--- src/rtl/gpu_command_executor.sv ---
// Command executor: decodes command words into cursor/colour updates and
// framebuffer pixel writes, rectangle fills and pixel reads.
module gpu_command_executor (
    input  logic        clk,
    input  logic        rst,
    input  logic [15:0] gpuCommand,
    input  logic [15:0] gpuData,
    input  logic        cmdValid,
    output logic        cmdReady,
    output logic        gpuBusy,
    output logic [15:0] fbAddr,
    output logic [15:0] fbWrData,
    output logic        fbWe,
    output logic        fbRe,
    input  logic        fbWait,
    input  logic [15:0] fbRdData,
    output logic [15:0] dataFromGpu,
    output logic        readValid,
    output logic        cmdError
);

    typedef enum logic [2:0] {
        IDLE,
        WRITE,
        FILL,
        READ_REQ,
        READ_WAIT
    } stateE;

    localparam logic [3:0] OpNop      = 4'h0;
    localparam logic [3:0] OpSetX     = 4'h1;
    localparam logic [3:0] OpSetY     = 4'h2;
    localparam logic [3:0] OpSetColor = 4'h3;
    localparam logic [3:0] OpWrite    = 4'h4;
    localparam logic [3:0] OpFill     = 4'h5;
    localparam logic [3:0] OpRead     = 4'h6;

    stateE       state;
    logic [7:0]  x;
    logic [7:0]  y;
    logic [15:0] color;
    logic [7:0]  fx;
    logic [7:0]  fy;
    logic [7:0]  w;
    logic [7:0]  h;
    logic        live;

    logic [3:0]  opcode;
    logic        accept;
    logic [7:0]  fillX;
    logic [7:0]  fillY;
    logic        unusedCmdBits;

    assign opcode        = gpuCommand[15:12];
    assign unusedCmdBits = ^gpuCommand[11:0];
    assign fillX         = x + fx;
    assign fillY         = y + fy;

    // live stays low until the first edge with reset released
    assign cmdReady = live && (state == IDLE);
    assign gpuBusy  = !cmdReady;
    assign accept   = cmdValid && cmdReady;

    // strobes are masked by reset so an aborted operation stops at once
    assign fbWe = rst && !fbWait && ((state == WRITE) || (state == FILL));
    assign fbRe = rst && !fbWait && (state == READ_REQ);

    assign fbAddr   = (state == FILL) ? {fillY, fillX} : {y, x};
    assign fbWrData = color;

    always_ff @(posedge clk) begin
        if (!rst) begin
            state       <= IDLE;
            x           <= 8'd0;
            y           <= 8'd0;
            color       <= 16'd0;
            fx          <= 8'd0;
            fy          <= 8'd0;
            w           <= 8'd0;
            h           <= 8'd0;
            dataFromGpu <= 16'd0;
            readValid   <= 1'b0;
            cmdError    <= 1'b0;
            live        <= 1'b0;
        end else begin
            live      <= 1'b1;
            readValid <= 1'b0;
            unique case (state)
                IDLE: begin
                    if (accept) begin
                        unique case (1'b1)
                            (opcode == OpNop): begin
                            end
                            (opcode == OpSetX): x <= gpuData[7:0];
                            (opcode == OpSetY): y <= gpuData[7:0];
                            (opcode == OpSetColor): color <= gpuData;
                            (opcode == OpWrite): state <= WRITE;
                            (opcode == OpFill): begin
                                w     <= gpuData[15:8];
                                h     <= gpuData[7:0];
                                fx    <= 8'd0;
                                fy    <= 8'd0;
                                state <= FILL;
                            end
                            (opcode == OpRead): state <= READ_REQ;
                            default: cmdError <= 1'b1;
                        endcase
                    end
                end
                WRITE: begin
                    if (!fbWait) begin
                        x     <= x + 8'd1;
                        state <= IDLE;
                    end
                end
                FILL: begin
                    if (!fbWait) begin
                        if (fx == w) begin
                            fx <= 8'd0;
                            if (fy == h) begin
                                state <= IDLE;
                            end else begin
                                fy <= fy + 8'd1;
                            end
                        end else begin
                            fx <= fx + 8'd1;
                        end
                    end
                end
                READ_REQ: begin
                    if (!fbWait) begin
                        state <= READ_WAIT;
                    end
                end
                READ_WAIT: begin
                    dataFromGpu <= fbRdData;
                    readValid   <= 1'b1;
                    state       <= IDLE;
                end
                default: state <= IDLE;
            endcase
        end
    end

endmodule
--- config.mk ---
export PLATFORM = sky130hd
export DESIGN_NAME = gpu_command_executor
export DESIGN_NICKNAME = d
export VERILOG_FILES = /design/src/rtl/gpu_command_executor.sv
export SDC_FILE = /design/constraint.sdc
export NUM_CORES = 1
export LEC_CHECK = 0
export BUFFER_PORTS_ARGS = -buffer_cell sky130_fd_sc_hd__buf_2
export CAP_MARGIN = 20
export CORE_AREA = 2 2 95 119
export DETAILED_ROUTE_END_ITERATION = 7
export DIE_AREA = 0 0 97 121
export HOLD_SLACK_MARGIN = 0.08
export PLACE_DENSITY = 0.78
export SETUP_SLACK_MARGIN = 0.3
export SLEW_MARGIN = 25
export SYNTH_ARGS = -nofsm -noshare
export SYNTH_HDL_FRONTEND = slang
export SYNTH_SLANG_ARGS = --single-unit
--- constraint.sdc ---
create_clock -name clk -period 2.6 [get_ports clk]
set_input_delay 0.13 -clock clk [delete_from_list [all_inputs] [get_ports clk]]
set_output_delay 0.13 -clock clk [all_outputs]
set_load 0.005 [all_outputs]
==> run summary <==
Core ar.: 10600 um2
die width: 97 um
ANT cells: 0
max-slew violation count: 0
TritonCTS clock tree: yes
GRT overflow: 0
Area growth syn-to-layout: 30.5%
Worst-Skew Late Latency: 0.34 ns
EDFF count, synth: 0
Final #Nets: 780
asr flop ratio synth: 0
fraction of layout cells with a size suffix above 1: 0.264
critical path's slowest cell: dfxtp_2
Static Leak: 2.57 nW
Site Rows: 42
crit path kind: flip-flop to primary output
Syn Inst Count: 585
CP endpoint kind: primary output
vias in the first global route: 4492
ys flop type: dfxtp_1
Synth Cell Area: 4670 um2
worst-path fanout max: 2
I/O pin total: 106
vias per inst: 5.42
PwrDens: 448 nW/um2
IO buf count: 93
maxcap violations: 0
Max Clock Skew: 0.00490 ns
Bufs and invs on worst path: 2
Num CTS Buffers: 9
min setup slack post-route: 0.245 ns
Mean Syn Cell Area: 7.99 um2
first-pass GRT wire length: 20900 um
full die area: 11700 um2
number of fill cells: 929
worst-margin pin slew: 0.584 ns
VDD IR max: 0.364 mV
drt first pass iters: 5
min Tclk post-route: 2.35 ns
Fin Setup TNS: 0 ns
via count: 4581
number of distinct library cells after synthesis: 54
final period utilization: 0.906
status: finished, final reports clean
RSZ-0062 raised after global routing: true
post-synthesis sequential area ratio: 0.368
yosys warns: 0
initial antenna violation count: 0
CP arrival: 2.22 ns
#FFs+latches synth: 86
htree depth: 3
Critical Path Most Common Cell: o21ai_1
Worst-path clk slew: 0.06 ns
WL final: 13100 um
largest net degree at the start of global routing: 52
Syn Nets: 656
DRC: 0
number of clock sinks: 86
Final GP Congestion: 0.885
Slew headroom: 0.610
Clock Path Buffers: 2
antenna viol nets, final: 0
sequence of cells on the critical path: ha_4 -> inv_2 -> fa_2 -> nor2b_1 -> o21ai_1 -> a21oi_1 -> o21ai_1 -> mux2i_1 -> o311ai_2 -> buf_2
Wirelength per Cell: 15.5 um
Iteration-0 DRC Markers: 313
largest stage delay on the critical path: 0.35 ns
initial core utilization: 0.442
final hold vios: 0
crit start category: flip-flop
die span in y: 121 um
Top delay family on crit path: compound AO/OA/AOI/OAI gates
worst min path class: primary input to flip-flop
GRT Total Usage: 0.218
Achievable Freq: 425 MHz
Root Buffer: clkbuf_16
CP required: 2.47 ns
final setup fails: 0
pre-CTS setup slack: 0.239 ns
hpwl dp: 9040 um
[through the flow]
step | power, mW | cell area, um2 | utilization | hold WS, ns | instances
floorplan | 1.48 | 4670 | - | 0.158 | 585
global placement | 1.56 | 5270 | 0.498 | 0.380 | 790
detailed placement | 1.57 | 5270 | 0.498 | 0.394 | 790
CTS | 2.74 | 5960 | 0.565 | 0.0881 | 839
global route | 2.84 | 6100 | 0.578 | 0.110 | 845
finish | 2.73 | 6100 | 0.578 | 0.0987 | 845
[layout by cell type (no fill, tap or decap), types with 4 or more instances in the layout]
cell / instances
nand2_1: 149
buf_2: 93
dfxtp_1: 72
a21boi_0: 53
nor2_1: 27
buf_4: 25
dlygate4sd3_1: 24
xor2_1: 19
o21ai_0: 17
inv_1: 14
nor2b_1: 12
mux2i_1: 12
a21oi_1: 11
xnor2_1: 11
ha_1: 11
dfxtp_2: 10
and3_1: 9
clkbuf_16: 9
o31ai_1: 8
or3_1: 8
nor3_1: 7
and2_1: 7
nand3_1: 7
o211ai_1: 6
ha_4: 6
nand2b_1: 5
or2_2: 5
o21ai_1: 4
o21ai_2: 4
a211oi_1: 4
nand4_1: 4
o22ai_1: 4
dfxtp_4: 4
[state kept, by name, summed over array words and instances (netlist names), 3 cells and up]
| register | flops |
|---|---|
| dataFromGpu | 16 |
| fbWrData | 16 |
| fx | 8 |
| fy | 8 |
| h | 8 |
| w | 8 |
| x | 8 |
| y | 8 |
| state | 3 |
[per-layer routing]
metal	up-vias	GRT usage	wire, um
met5	-	0	0
met4	0	0.0889	274
met3	25	0.0426	651
met2	144	0.400	6800
met1	2170	0.247	5330
li1	2242	-	-
[power by group]
group	leakage [nW]	internal (mW)	total [mW]	switching [mW]
clock network	0.131	0.639	1.16	0.516
logic	1.74	0.115	0.239	0.123
registers	0.702	1.33	1.34	0.0135
[worst register-to-register path, cell delays in order, from the launching register on]
cell	delay, ns
dfxtp_1	0.44
nor4b_4	0.35
inv_2	0.15
or3_1	0.42
or3b_4	0.50
mux2i_1	0.20
nor2b_1	0.07
[kinds of logic (layout without fill, tap and decap cells)]
group | count (synthesis) | in the layout | share of synthesized area
AOI/OAI and AO/OA | 132 | 132 | 0.197
and+or+nand+nor | 259 | 259 | 0.258
DFF | 86 | 86 | 0.368
adders and majority gates | 19 | 19 | 0.0541
xor gates and xnor gates | 30 | 30 | 0.0562
muxes | 12 | 12 | 0.0257
buffers and inverters | 47 | 175 | 0.0407
[final cells by class]
cell class / count / area, um2 / share of cell area
Clock buffer: 9 / 225 / 0.0369
Clock inverter: 6 / 40.0 / 0.00656
Inverter: 17 / 63.8 / 0.0105
Multi-Input combinational cell: 452 / 2940 / 0.483
Sequential cell: 86 / 1750 / 0.287
Tap cell: 132 / 165 / 0.0271
Timing Repair Buffer: 143 / 913 / 0.150
[what timing repair did]
action,CTS,global route
buffers inserted,10,6
setup endpoints to repair,18,33
hold endpoints to repair,32,0
pin swaps,16,24
gates resized for setup,39,23
hold buffers,24,0
[final timing paths]
check | slack (ns) | start | cells after the start | to
worst max-delay path | 0.25 | y[0]$_SDFFE_PN0P_ | 10 | fbAddr[14]
worst min-delay path | 0.1 | gpuData[7] | 3 | fbWrData[7]$_SDFFE_PN0P_
worst max register to register | 0.37 | state[2]$_SDFFE_PN0P_ | 6 | y[6]$_SDFFE_PN0P_
worst min register to register | 0.46 | dataFromGpu[14]$_SDFFE_PN0P_ | 2 | dataFromGpu[14]$_SDFFE_PN0P_
[cells in the mapped netlist, drive strengths merged (2+ instances only)]
cell     count  share of area
and3         9          0.012
nand3        7         0.0075
and2         9          0.013
nor2        27          0.022
o21ai       26          0.028
o22ai        4         0.0054
xor2        19          0.036
ha          17          0.046
or3b         2         0.0037
clkbuf      26          0.021
nand4        4         0.0054
nand2      149           0.12
nor3b        3         0.0048
a211oi       7          0.011
a21o         2         0.0032
a21boi      53          0.085
fa           2         0.0086
xnor2       11          0.021
o311ai       2         0.0037
a2bb2oi      2         0.0037
nor4bb       2         0.0043
dfxtp       86           0.37
buf          4         0.0062
or3          8          0.011
nand2b       5         0.0067
nor2b       12          0.016
a21oi       12          0.013
o211ai       6         0.0096
o31ai        9          0.017
or2          6         0.0080
inv         17          0.014
nor4         3         0.0040
nor3         8         0.0086
mux2i       12          0.026
o21a         3         0.0048
No activity file was read; power rests on OpenSTA's default activity.
